==> src/rtl/if_pkg.sv <==
// Shared types and defaults for the instruction-fetch queue.
// Latency: n/a (declarations only).
// Backpressure: n/a.
package if_pkg;

    localparam int IF_XLEN    = 32;
    localparam int IF_ILEN    = 32;
    localparam int IF_DEPTH   = 4;
    localparam int IF_PC_STEP = 4;

    // One queue entry as seen by decode.
    typedef struct packed {
        logic [IF_XLEN-1:0] pc;
        logic [IF_ILEN-1:0] instr;
    } fetch_entry_t;

    // Pointer width: one extra bit so full and empty are distinguishable.
    function automatic int ptr_w(input int depth);
        return $clog2(depth) + 1;
    endfunction

endpackage

==> src/rtl/if_fetch_queue_if.sv <==
// Fetch-stage bus bundle: imem request/response, redirect, and decode handshake.
// Latency: n/a (wires only).
// Backpressure: decode stalls the head via out_ready; imem always accepts requests.
// master = fetch unit, slave = environment (imem, branch unit, decode).
interface if_fetch_queue_if
    import if_pkg::*;
#(
    parameter int XLEN = IF_XLEN,
    parameter int ILEN = IF_ILEN
);
    logic            fetch_en;
    logic            imem_req;
    logic [XLEN-1:0] imem_addr;
    logic            imem_rvalid;
    logic [ILEN-1:0] imem_rdata;
    logic            redirect_valid;
    logic [XLEN-1:0] redirect_pc;
    logic            out_valid;
    logic [XLEN-1:0] out_pc;
    logic [ILEN-1:0] out_instr;
    logic            out_ready;

    modport master (
        input  fetch_en, imem_rvalid, imem_rdata, redirect_valid, redirect_pc, out_ready,
        output imem_req, imem_addr, out_valid, out_pc, out_instr
    );

    modport slave (
        output fetch_en, imem_rvalid, imem_rdata, redirect_valid, redirect_pc, out_ready,
        input  imem_req, imem_addr, out_valid, out_pc, out_instr
    );
endinterface

==> src/rtl/fetch_slot_ram.sv <==
// Slot storage for the fetch queue: pc written at issue, instr written at response.
// Latency: write visible on read port the cycle after the write edge; async read.
// Backpressure: none; the owner guarantees slot allocation.
// Ports: clk; pc write port; instr write port; one async read port (rd_pc, rd_instr).
module fetch_slot_ram #(
    parameter  int DEPTH = 4,
    parameter  int XLEN  = 32,
    parameter  int ILEN  = 32,
    localparam int AW    = $clog2(DEPTH)
) (
    input  logic            clk,
    input  logic            pc_we,
    input  logic [AW-1:0]   pc_waddr,
    input  logic [XLEN-1:0] pc_wdata,
    input  logic            instr_we,
    input  logic [AW-1:0]   instr_waddr,
    input  logic [ILEN-1:0] instr_wdata,
    input  logic [AW-1:0]   raddr,
    output logic [XLEN-1:0] rd_pc,
    output logic [ILEN-1:0] rd_instr
);
    logic [XLEN-1:0] pc_mem    [DEPTH];
    logic [ILEN-1:0] instr_mem [DEPTH];

    // Contents need no reset: a slot is only read once its fill pointer has passed it.
    always_ff @(posedge clk) begin
        if (pc_we) begin
            pc_mem[pc_waddr] <= pc_wdata;
        end
        if (instr_we) begin
            instr_mem[instr_waddr] <= instr_wdata;
        end
    end

    assign rd_pc    = pc_mem[raddr];
    assign rd_instr = instr_mem[raddr];
endmodule

==> src/rtl/if_fetch_queue.sv <==
// In-order instruction prefetch queue: owns the PC, issues imem requests, hands {pc,instr} to decode.
// Latency: 1-cycle imem gives out_valid 2 cycles after the first imem_req, then 1 instr/cycle.
// Backpressure: out_ready low holds the head; queue full (DEPTH reserved slots) stalls issue.
// Ports: clk, reset (sync, active-high); bus (master): fetch_en, imem_*, redirect_*, out_*.
module if_fetch_queue
    import if_pkg::*;
#(
    parameter int              XLEN     = IF_XLEN,
    parameter int              ILEN     = IF_ILEN,
    parameter int              DEPTH    = IF_DEPTH,
    parameter logic [XLEN-1:0] RESET_PC = '0,
    parameter int              PC_STEP  = IF_PC_STEP
) (
    input  logic          clk,
    input  logic          reset,
    if_fetch_queue_if.master bus
);
    localparam int              PW         = ptr_w(DEPTH);
    localparam int              AW         = PW - 1;
    localparam logic [PW-1:0]   PTR_ONE    = PW'(1);
    localparam logic [PW-1:0]   DEPTH_P    = PW'(DEPTH);
    localparam logic [XLEN-1:0] STEP       = XLEN'(PC_STEP);
    localparam logic [XLEN-1:0] ALIGN_MASK = ~(XLEN'(PC_STEP - 1));

    logic [XLEN-1:0] pc;
    logic [PW-1:0]   alloc_ptr;
    logic [PW-1:0]   fill_ptr;
    logic [PW-1:0]   read_ptr;
    logic [PW-1:0]   drop_cnt;
    logic [XLEN-1:0] hold_pc;
    logic [ILEN-1:0] hold_instr;
    logic [XLEN-1:0] head_pc;
    logic [ILEN-1:0] head_instr;
    logic [PW-1:0]   occupancy;
    logic            issue;
    logic            rsp_drop;
    logic            rsp_fill;
    logic            rsp_used;
    logic            head_vld;
    logic            pop;

    // Occupancy counts reserved slots, so a same-cycle pop never frees room for issue.
    assign occupancy = alloc_ptr - read_ptr;
    assign issue     = ~reset & bus.fetch_en & ~bus.redirect_valid & (occupancy < DEPTH_P);

    // Responses belonging to flushed requests are consumed first; a response with
    // nothing outstanding is ignored.
    assign rsp_drop  = bus.imem_rvalid & (drop_cnt != '0);
    assign rsp_fill  = bus.imem_rvalid & (drop_cnt == '0) & (fill_ptr != alloc_ptr);
    assign rsp_used  = rsp_drop | rsp_fill;

    assign head_vld  = (fill_ptr != read_ptr);
    assign pop       = head_vld & bus.out_ready & ~bus.redirect_valid;

    fetch_slot_ram #(
        .DEPTH (DEPTH),
        .XLEN  (XLEN),
        .ILEN  (ILEN)
    ) u_slot_ram (
        .clk         (clk),
        .pc_we       (issue),
        .pc_waddr    (alloc_ptr[AW-1:0]),
        .pc_wdata    (pc),
        .instr_we    (rsp_fill & ~reset & ~bus.redirect_valid),
        .instr_waddr (fill_ptr[AW-1:0]),
        .instr_wdata (bus.imem_rdata),
        .raddr       (read_ptr[AW-1:0]),
        .rd_pc       (head_pc),
        .rd_instr    (head_instr)
    );

    always_ff @(posedge clk) begin
        if (reset) begin
            pc         <= RESET_PC;
            alloc_ptr  <= '0;
            fill_ptr   <= '0;
            read_ptr   <= '0;
            drop_cnt   <= '0;
            hold_pc    <= '0;
            hold_instr <= '0;
        end else begin
            // Remember what decode last saw so the bus holds steady while empty.
            if (head_vld) begin
                hold_pc    <= head_pc;
                hold_instr <= head_instr;
            end
            if (bus.redirect_valid) begin
                pc        <= bus.redirect_pc & ALIGN_MASK;
                alloc_ptr <= '0;
                fill_ptr  <= '0;
                read_ptr  <= '0;
                // Everything still outstanding becomes a drop; a response arriving
                // now is already accounted for by this cycle.
                drop_cnt  <= drop_cnt + (alloc_ptr - fill_ptr) - PW'(rsp_used);
            end else begin
                if (issue) begin
                    alloc_ptr <= alloc_ptr + PTR_ONE;
                    pc        <= pc + STEP;
                end
                if (rsp_drop) begin
                    drop_cnt <= drop_cnt - PTR_ONE;
                end
                if (rsp_fill) begin
                    fill_ptr <= fill_ptr + PTR_ONE;
                end
                if (pop) begin
                    read_ptr <= read_ptr + PTR_ONE;
                end
            end
        end
    end

    assign bus.imem_req  = issue;
    assign bus.imem_addr = pc;
    assign bus.out_valid = head_vld;
    assign bus.out_pc    = head_vld ? head_pc    : hold_pc;
    assign bus.out_instr = head_vld ? head_instr : hold_instr;
endmodule

==> src/flat_wrapper.sv <==
// flat-port wrapper written by rule: the top's interface ports become plain ports
module if_fetch_queue_flat import if_pkg::*;
#(
    parameter int              XLEN     = IF_XLEN,
    parameter int              ILEN     = IF_ILEN,
    parameter int              DEPTH    = IF_DEPTH,
    parameter logic [XLEN-1:0] RESET_PC = '0,
    parameter int              PC_STEP  = IF_PC_STEP
)
  (clk, reset, bus_fetch_en, bus_imem_rvalid, bus_imem_rdata, bus_redirect_valid, bus_redirect_pc, bus_out_ready, bus_imem_req, bus_imem_addr, bus_out_valid, bus_out_pc, bus_out_instr);
  if_fetch_queue_if #(.XLEN(XLEN), .ILEN(ILEN)) bus_i ();
  input  logic clk;
  input  logic reset;
  input wire logic [$bits(bus_i.fetch_en)-1:0] bus_fetch_en;
  input wire logic [$bits(bus_i.imem_rvalid)-1:0] bus_imem_rvalid;
  input wire logic [$bits(bus_i.imem_rdata)-1:0] bus_imem_rdata;
  input wire logic [$bits(bus_i.redirect_valid)-1:0] bus_redirect_valid;
  input wire logic [$bits(bus_i.redirect_pc)-1:0] bus_redirect_pc;
  input wire logic [$bits(bus_i.out_ready)-1:0] bus_out_ready;
  output wire logic [$bits(bus_i.imem_req)-1:0] bus_imem_req;
  output wire logic [$bits(bus_i.imem_addr)-1:0] bus_imem_addr;
  output wire logic [$bits(bus_i.out_valid)-1:0] bus_out_valid;
  output wire logic [$bits(bus_i.out_pc)-1:0] bus_out_pc;
  output wire logic [$bits(bus_i.out_instr)-1:0] bus_out_instr;
  assign bus_i.fetch_en = bus_fetch_en;
  assign bus_i.imem_rvalid = bus_imem_rvalid;
  assign bus_i.imem_rdata = bus_imem_rdata;
  assign bus_i.redirect_valid = bus_redirect_valid;
  assign bus_i.redirect_pc = bus_redirect_pc;
  assign bus_i.out_ready = bus_out_ready;
  assign bus_imem_req = bus_i.imem_req;
  assign bus_imem_addr = bus_i.imem_addr;
  assign bus_out_valid = bus_i.out_valid;
  assign bus_out_pc = bus_i.out_pc;
  assign bus_out_instr = bus_i.out_instr;
  if_fetch_queue #(.XLEN(XLEN), .ILEN(ILEN), .DEPTH(DEPTH), .RESET_PC(RESET_PC), .PC_STEP(PC_STEP)) u_core (.clk(clk), .reset(reset), .bus(bus_i));
endmodule
==> config.mk <==
export PLATFORM = sky130hd
export DESIGN_NAME = if_fetch_queue_flat
export DESIGN_NICKNAME = d
export VERILOG_FILES = /design/src/rtl/if_pkg.sv /design/src/rtl/if_fetch_queue_if.sv /design/src/rtl/fetch_slot_ram.sv /design/src/rtl/if_fetch_queue.sv /design/src/flat_wrapper.sv
export SDC_FILE = /design/constraint.sdc
export NUM_CORES = 1
export LEC_CHECK = 0
export ABC_AREA = 1
export BUFFER_PORTS_ARGS = -buffer_cell sky130_fd_sc_hd__buf_2
export CORE_MARGIN = 10
export CORE_UTILIZATION = 45
export DETAILED_ROUTE_END_ITERATION = 10
export PLACE_DENSITY_LB_ADDON = 0.05
export SLEW_MARGIN = 5
export SYNTH_ARGS = -nofsm -noshare
export SYNTH_HDL_FRONTEND = slang
export SYNTH_SLANG_ARGS = --single-unit
==> constraint.sdc <==
create_clock -name clk -period 9.5 [get_ports clk]
set_clock_uncertainty 0.1 [all_clocks]
set_input_delay 0.475 -clock clk [delete_from_list [all_inputs] [get_ports clk]]
set_output_delay 0.475 -clock clk [all_outputs]
set_load 0.03 [all_outputs]
==> results of run 1 <==
==> power by group through the flow <==
stage | sequential (uW) | clock [uW] | combinational, uW
after global routing | 1720 | 1640 | 247
after global placement | 1750 | 0 | 220
after CTS | 1710 | 1580 | 224
final | 1710 | 1540 | 220
after detailed placement | 1750 | 0 | 221
after floorplan | 1750 | 0 | 140
==> metrics by stage <==
step / hold slack [ns] / total power [uW] / std cells / utilization / worst slack (ns)
after global placement: 0.333 / 1970 / 2040 / 0.486 / 5.88
after floorplan: 0.325 / 1890 / 1493 / - / 6.24
after CTS: 0.0443 / 3510 / 2112 / 0.526 / 5.38
final: 0.0639 / 3480 / 2112 / 0.526 / 5.49
after detailed placement: 0.338 / 1970 / 2040 / 0.486 / 5.88
after global routing: 0.0465 / 3610 / 2112 / 0.526 / 5.15
==> Yosys cell counts (2+ instances only) <==
master	n	area share
nand2_2	3	0.0012
nor2_2	8	0.0033
edfxtp_1	248	0.49
clkbuf_1	31	0.0077
inv_2	5	0.0012
nor3_1	5	0.0017
nand3_1	33	0.011
nand2_1	370	0.092
o21bai_1	3	0.0015
inv_1	64	0.016
o32ai_1	62	0.036
nor2_1	266	0.066
o21ai_0	80	0.026
a21oi_1	82	0.027
nor2_4	3	0.0022
ha_1	14	0.012
a21oi_2	8	0.0046
nand3_2	14	0.0093
nand3b_1	4	0.0020
buf_12	2	0.0026
xnor2_1	14	0.0081
fa_1	4	0.0053
o21ai_1	2	0.00066
dfxtp_1	108	0.14
xor2_1	4	0.0023
buf_4	17	0.0084
nand4_1	2	0.00083
buf_2	27	0.0089
==> layout make-up <==
type                    count  area share
flip-flops and latches    356       0.548
multi-input cells         989       0.276
clock buffers              50      0.0609
repair buffers            178      0.0531
well taps                 448      0.0320
inverters                  69      0.0148
clock inverters            22      0.0146
==> logic make-up (layout without fill, tap and decap cells) <==
kind of cell,Yosys count,in the layout,share of synthesized area
compound gates,239,239,0.0973
xor+xnor,19,19,0.0115
fa+ha+maj,18,18,0.0169
buf+inv,148,319,0.0466
flops,356,356,0.636
other cells,1,2,0.000248
simple gates,711,711,0.192
==> critical path: stages, from the launching register on <==
cell and delay (ns):
dfxtp_4 0.71, clkinv_2 0.75, buf_4 0.64, nor2_1 0.20, o32ai_1 0.11, nand2_1 0.12, nand2_1 0.13, buf_2 0.20
==> worst paths after layout <==
path                                        to  slack (ns)  depth (start not counted)
min          u_core.u_slot_ram.instr_mem[0][6]        0.06                          1
max                              bus_out_pc[8]        5.49                          7
max reg2reg                 u_core.drop_cnt[2]        5.87                         15
min reg2reg                  u_core.hold_pc[0]        0.34                          2
==> registers in the layout, indices dropped and copies added, names as in the netlist, named ones only <==
register,cells
u_core.bus.imem_addr,30
u_core.u_slot_ram.instr_mem,128
u_core.u_slot_ram.pc_mem,120
u_core.fill_ptr,3
u_core.alloc_ptr,3
u_core.read_ptr,3
u_core.hold_instr,32
u_core.drop_cnt,3
u_core.hold_pc,32
==> per-layer routing <==
layer / routed length [um] / share of wire / global-route usage
met1: 18200 / 0.49 / 0.250
met2: 16700 / 0.45 / 0.276
met3: 1610 / 0.044 / 0.0300
met4: 481 / 0.013 / 0.0349
met5: 0 / 0 / 0
==> results.json, run 1 <==
{
  "ir_worst_vdd_v": 0.000153,
  "seq_area_um2": 9620,
  "drt_iter0_drc": 556,
  "combinationalPowerShare": 0.063,
  "ys.flop_type": "edfxtp_1",
  "fillCellCount": 3112,
  "syn_to_final_growth_pct": 16.0,
  "io_pins": 168,
  "seqPwrFrac": 0.493,
  "fin_crit_sh": 0.422,
  "slew_violations": 0,
  "ys_types": 37,
  "numCtsBuffers": 39,
  "setup_tns_ns": 0,
  "post_cts_resized": 0,
  "hold_buffers": 0,
  "layout.nets": 1721,
  "grt_use_total": 0.175,
  "wl_mm": 37.0,
  "overflow": 0,
  "p_per_area_nw_per_um2": 198,
  "dieArea_um2": 41300,
  "multiInputGateArea_um2": 4850,
  "cts_setup_buffers": 0,
  "grt_max_degree": 77,
  "min_path_type": "in -> reg",
  "crit_fanout": 76,
  "dpl.hpwl_mm": 22.3,
  "clock_latency_ns": 0.52,
  "worst_pin_slew_ns": 0.901,
  "final_cell_mix": "nand2_1 (370), nor2_1 (258), edfxtp_1 (248), buf_2 (162), dfxtp_1 (106)",
  "power_switching_uw": 787,
  "die_h_um": 203,
  "grt_pass1_vias": 10400,
  "avgSynthCellArea_um2": 10.1,
  "p_clk_frac": 0.444,
  "slew_headroom": 0.399,
  "ys_seq_area_frac": 0.636,
  "syn_inst": 1492,
  "p_int_uw": 2690,
  "drive_gt1_frac": 0.175,
  "worstPathRequired_ns": 8.93,
  "placed_cell_area_um2": 16200,
  "htreeDepth": 2,
  "diodes": 0,
  "clock-root-buffer": "clkbuf_16",
  "crit_type": "reg -> out",
  "hold_viol": 0,
  "min_from": "bus_imem_rdata[6]",
  "grt_antenna_before_repair": 0,
  "syn_area_um2": 15100,
  "post-route-min-period_ns": 4.01,
  "setup_viol": 0,
  "path_clk_slew_ns": 0.06,
  "coreArea_um2": 33400,
  "critPathCaptureType": "output pin",
  "final_area_um2": 17500,
  "ys_warn_count": 0,
  "setup.worst_path.start_class": "flop",
  "synth_edf_count": 248,
  "cts_buffer_depth": 3,
  "viasPerCell": 5.09,
  "vias": 10800,
  "fp.dieW_um": 203,
  "status": "completed",
  "rsz0062_at_grt": "no",
  "numPortBuffers": 163,
  "p_leak_uw": 0.00689,
  "cts_tree": "done",
  "synth_seq_cells": 356,
  "grt_pass1_wl_mm": 57.8,
  "cp_data_arrival_time_ns": 3.43,
  "initial_core_util": 0.453,
  "cap_violations": 0,
  "clock.fmax_mhz": 250,
  "cts.sinks": 356,
  "ant_nets": 0,
  "routabilityCongestion": 0.832,
  "wl_per_cell_um": 17.5,
  "placementRows": 67,
  "final_common_cell": "nand2_1",
  "first_pass_iters": 4,
  "r2r_start": "u_core.drop_cnt[1]",
  "drc_errors": 0,
  "synthArstFlopShare": 0,
  "swShare": 0.226
}
Note: power is estimated with default switching activity, not from simulation.
==> run 2: changes to the inputs <==
==> constraint.sdc (replaced) <==
create_clock -name clk -period 3.4 [get_ports clk]
set_clock_uncertainty 0.1 [all_clocks]
set_input_delay 0.17 -clock clk [delete_from_list [all_inputs] [get_ports clk]]
set_output_delay 0.17 -clock clk [all_outputs]
set_load 0.03 [all_outputs]
==> results.json, run 2 (synthesis results as in run 1) <==
{
  "crit_type": "reg -> reg",
  "placed_cell_area_um2": 16400,
  "numPortBuffers": 163,
  "final_area_um2": 18300,
  "clock_latency_ns": 0.52,
  "top_regs": "u_core.u_slot_ram.instr_mem x128, u_core.u_slot_ram.pc_mem x120",
  "critPathCaptureType": "flop",
  "htreeDepth": 2,
  "cts_tree": "done",
  "fillCellCount": 3055,
  "largest_reg_flops": 128,
  "rrSetupSlack_ns": 0.24,
  "fin_cells": 2198,
  "ir_worst_vdd_v": 0.000288,
  "wl_mm": 37.7,
  "final_cell_mix": "nand2_1 (370), nor2_1 (258), edfxtp_1 (248), buf_2 (162), dfxtp_1 (106)",
  "place_inst": 2056,
  "layout.nets": 1809,
  "numCtsBuffers": 38,
  "post-route-min-period_ns": 3.16,
  "diodes": 0,
  "routabilityCongestion": 0.811,
  "drt_iter0_drc": 568,
  "drc_errors": 0,
  "clock-root-buffer": "clkbuf_16",
  "largest-register": "u_core.u_slot_ram.instr_mem",
  "multiInputGateArea_um2": 4850,
  "grt_pass1_wl_mm": 59.7,
  "cap_violations": 0,
  "grt_pass1_vias": 10900,
  "grt_use_total": 0.181,
  "vias": 11100,
  "syn_to_final_growth_pct": 21.1,
  "cts_buffer_depth": 3,
  "clock.fmax_mhz": 317,
  "final_common_cell": "nand2_1",
  "setup_tns_ns": 0,
  "min_path_type": "in -> reg",
  "cp_data_arrival_time_ns": 3.44,
  "fp.dieW_um": 203,
  "p_leak_uw": 0.00720,
  "status": "completed",
  "pre_cts_slack_ns": 0.169,
  "fin_crit_sh": 0.928,
  "die_h_um": 203,
  "fin_hold_ws_ns": 0.0182,
  "path_clk_slew_ns": 0.06,
  "setup.worst_path.start_class": "flop",
  "setup_viol": 0,
  "seq_area_um2": 9620,
  "io_pins": 168,
  "first_pass_iters": 7,
  "slew_violations": 0,
  "crit_fanout": 3,
  "coreArea_um2": 33400,
  "p_per_area_nw_per_um2": 516,
  "worst_pin_slew_ns": 0.893,
  "ant_nets": 0,
  "overflow": 0,
  "dieArea_um2": 41300,
  "placementRows": 67,
  "rsz0062_at_grt": "no",
  "initial_core_util": 0.453,
  "slew_headroom": 0.405,
  "drive_gt1_frac": 0.173,
  "wl_per_cell_um": 17.1,
  "hold_viol": 0,
  "grt_max_degree": 125,
  "grt_antenna_before_repair": 0,
  "viasPerCell": 5.03,
  "cts_setup_buffers": 0,
  "setup_slack_ns": 0.244,
  "worstPathRequired_ns": 3.68,
  "cts.sinks": 356,
  "dpl.hpwl_mm": 23.3
}
## run 2: changes by cell type in the layout (fill, tap and decap cells not counted), moves of 3 or more
| cell | delta |
|---|---|
| dlygate4sd3_1 | +73 |
| buf_4 | +12 |
| buf_12 | +4 |
| bufinv_16 | -3 |
| clkbuf_1 | +3 |
## run 2: where the power goes
group	total, uW	switching (uW)	internal, uW
clock network	3940	1630	2310
registers	4790	92.8	4700
logic	720	436	284
## run 2: final cells by class
type                    count  area share
inverters                  69      0.0142
flip-flops and latches    356       0.525
multi-input cells         989       0.265
clock buffers              51      0.0569
repair buffers            267       0.100
well taps                 448      0.0306
clock inverters            18     0.00779
## run 2: routing by layer
metal | track usage | wire, um | up-vias
met5 | 0 | 0 | -
met4 | 0.0413 | 569 | 0
met3 | 0.0298 | 1710 | 39
met2 | 0.298 | 17500 | 215
met1 | 0.245 | 17900 | 5272
li1 | - | - | 5535
## run 2: worst max-delay path: stages, from the launching register on
cell and delay, ns:
dfxtp_1 0.36, inv_1 0.07, ha_1 0.17, inv_1 0.08
nor3b_2 0.05, nand2_1 0.08, nand2_1 0.07, fa_1 0.46
fa_1 0.50, inv_1 0.04, ha_1 0.18, fa_2 0.34
nand3b_1 0.16, nand2_1 0.10, nor2_1 0.05, o21ai_1 0.13
a21oi_1 0.07
## run 2: final timing paths
check,from,to,cells after the start
hold reg to reg,u_core.hold_pc[0],u_core.hold_pc[0],2
setup reg to reg,u_core.drop_cnt[1],u_core.drop_cnt[2],16
setup / recovery,u_core.drop_cnt[1],u_core.drop_cnt[2],16
hold / removal,bus_imem_rvalid,u_core.drop_cnt[2],5
## run 2: per-stage QoR
step	total power, uW	utilization
floorplan	5280	-
detailed placement	5530	0.491
global placement	5520	0.491
global route	9810	0.549
finish	9450	0.549
CTS	9530	0.548
## run 2: timing repair
action | CTS | global route
resized for setup | 0 | 4
hold buffers | 73 | 0
endpoints found under the setup margin | 0 | 1
hold endpoints to repair | 162 | 0
==> run 3: changes to the inputs <==
==> constraint.sdc (replaced) <==
create_clock -name clk -period 3.4 [get_ports clk]
set_clock_uncertainty 0.1 [all_clocks]
set_input_delay 0.17 -clock clk [delete_from_list [all_inputs] [get_ports clk]]
set_output_delay 0.17 -clock clk [all_outputs]
set_load 0.02 [all_outputs]
==> results.json, run 3 (synthesis results as in run 1) <==
{
  "layout.nets": 1807,
  "worstPathRequired_ns": 3.68,
  "cp-endpoint": "u_core.drop_cnt[2]",
  "utilization": 0.550,
  "wl_per_cell_um": 17.3,
  "cap_violations": 0,
  "clock_latency_ns": 0.52,
  "fillCellCount": 3016,
  "first_pass_iters": 5,
  "largest_reg_flops": 128,
  "critPathLaunch": "u_core.drop_cnt[1]",
  "fin_crit_sh": 0.930,
  "coreArea_um2": 33400,
  "grt_use_total": 0.182,
  "htreeDepth": 2,
  "critPathCaptureType": "flop",
  "dpl.hpwl_mm": 23.1,
  "rr_worst_depth": 16,
  "viasPerCell": 5.04,
  "drive_gt1_frac": 0.172,
  "setup_slack_ns": 0.238,
  "p_leak_uw": 0.00722,
  "placed_cell_area_um2": 16400,
  "r2r_start": "u_core.drop_cnt[1]",
  "crit_fanout": 3,
  "reg2reg_to": "u_core.drop_cnt[2]",
  "grt_max_degree": 69,
  "grt_pass1_wl_mm": 60.1,
  "dieArea_um2": 41300,
  "drc_errors": 0,
  "grt_pass1_vias": 11000,
  "wl_mm": 37.9,
  "final_cell_mix": "nand2_1 (369), nor2_1 (258), edfxtp_1 (248), buf_2 (162), dfxtp_1 (106)",
  "numPortBuffers": 163,
  "initial_core_util": 0.453,
  "numCtsBuffers": 39,
  "clock.fmax_mhz": 316,
  "setup.worst_path.start_class": "flop",
  "min_path_type": "in -> reg",
  "fin_hold_ws_ns": 0.0171,
  "cts.sinks": 356,
  "fp.dieW_um": 203,
  "crit_type": "reg -> reg",
  "slew_headroom": 0.400,
  "cts_buffer_depth": 3,
  "drt_iter0_drc": 596,
  "io_pins": 168,
  "p_per_area_nw_per_um2": 522,
  "slew_violations": 0,
  "ir_worst_vdd_v": 0.000369,
  "grt_antenna_before_repair": 0,
  "die_h_um": 203,
  "cp_data_arrival_time_ns": 3.44,
  "worst_pin_slew_ns": 0.900,
  "vias": 11100,
  "placementRows": 67,
  "ant_nets": 0,
  "pre_cts_slack_ns": 0.127,
  "power_uw": 9580,
  "top_regs": "u_core.u_slot_ram.instr_mem x128, u_core.u_slot_ram.pc_mem x120",
  "hold_viol": 0,
  "cts_tree": "done",
  "routabilityCongestion": 0.824,
  "overflow": 0,
  "status": "completed",
  "clock-root-buffer": "clkbuf_16",
  "setup_viol": 0,
  "rrSetupSlack_ns": 0.24,
  "post-route-min-period_ns": 3.16,
  "final_common_cell": "nand2_1",
  "largest-register": "u_core.u_slot_ram.instr_mem",
  "final_area_um2": 18400,
  "syn_to_final_growth_pct": 21.4,
  "diodes": 0,
  "path_clk_slew_ns": 0.06
}
-- run 3: how the worst min path moves through the flow --
stage / start / slack [ns] / depth (start not counted) / endpoint
after floorplan: bus_imem_rdata[0] / 0.17 / 0 / u_core.u_slot_ram.instr_mem[0][0]
after global placement: bus_imem_rdata[17] / 0.29 / 1 / u_core.u_slot_ram.instr_mem[3][17]
after detailed placement: bus_imem_rdata[22] / 0.29 / 1 / u_core.u_slot_ram.instr_mem[1][22]
after CTS: bus_imem_rvalid / 0.04 / 5 / u_core.drop_cnt[1]
after global routing: bus_imem_rvalid / 0.06 / 5 / u_core.drop_cnt[2]
final: bus_imem_rvalid / 0.02 / 5 / u_core.drop_cnt[2]
-- run 3: layout make-up --
| class | instances | area, um2 | share of cell area |
|---|---|---|---|
| clock buffers | 57 | 1110 | 0.0603 |
| multi-input cells | 989 | 4860 | 0.265 |
| flip-flops and latches | 356 | 9620 | 0.524 |
| inverters | 69 | 260 | 0.0142 |
| well taps | 448 | 561 | 0.0305 |
| repair buffers | 264 | 1810 | 0.0986 |
| clock inverters | 14 | 143 | 0.00777 |
-- run 3: report_power, final --
group	switching [uW]	leakage, uW	total (uW)	internal [uW]
combinational	397	0.00346	679	282
clock	1620	0.000608	4100	2480
sequential	92.5	0.00315	4790	4700
total	2110	0.00722	9580	7460
-- run 3: worst max-delay path, stage by stage, from the launching register on --
cell,delay (ns)
dfxtp_1,0.32
inv_1,0.08
ha_1,0.14
inv_1,0.05
nor3b_2,0.16
nand2_1,0.09
nand2_1,0.08
fa_1,0.42
fa_1,0.49
inv_1,0.04
ha_1,0.19
fa_2,0.34
nand3b_1,0.18
nand2_2,0.10
nor2_1,0.04
o21ai_1,0.12
a21oi_1,0.07
-- run 3: per-stage QoR --
stage,TNS [ns],std cells
2_1_floorplan,0,1493
3_3_place_gp,0,2053
3_5_place_dp,0,2053
4_1_cts,0,2197
5_1_grt,-0.00555,2197
6_report,0,2197
-- run 3: timing repair --
action,4_1_cts,5_1_grt
endpoints found under the setup margin,0,1
setup buffers,0,0
hold endpoints to repair,162,0
gates resized for setup,0,5
hold buffers,73,0
-- run 3: metal layers --
layer	global-route usage	part of all wire	vias up
li1	-	-	5525
met1	0.246	0.47	5299
met2	0.300	0.47	204
met3	0.0317	0.047	45
met4	0.0408	0.014	0
met5	0	0	-
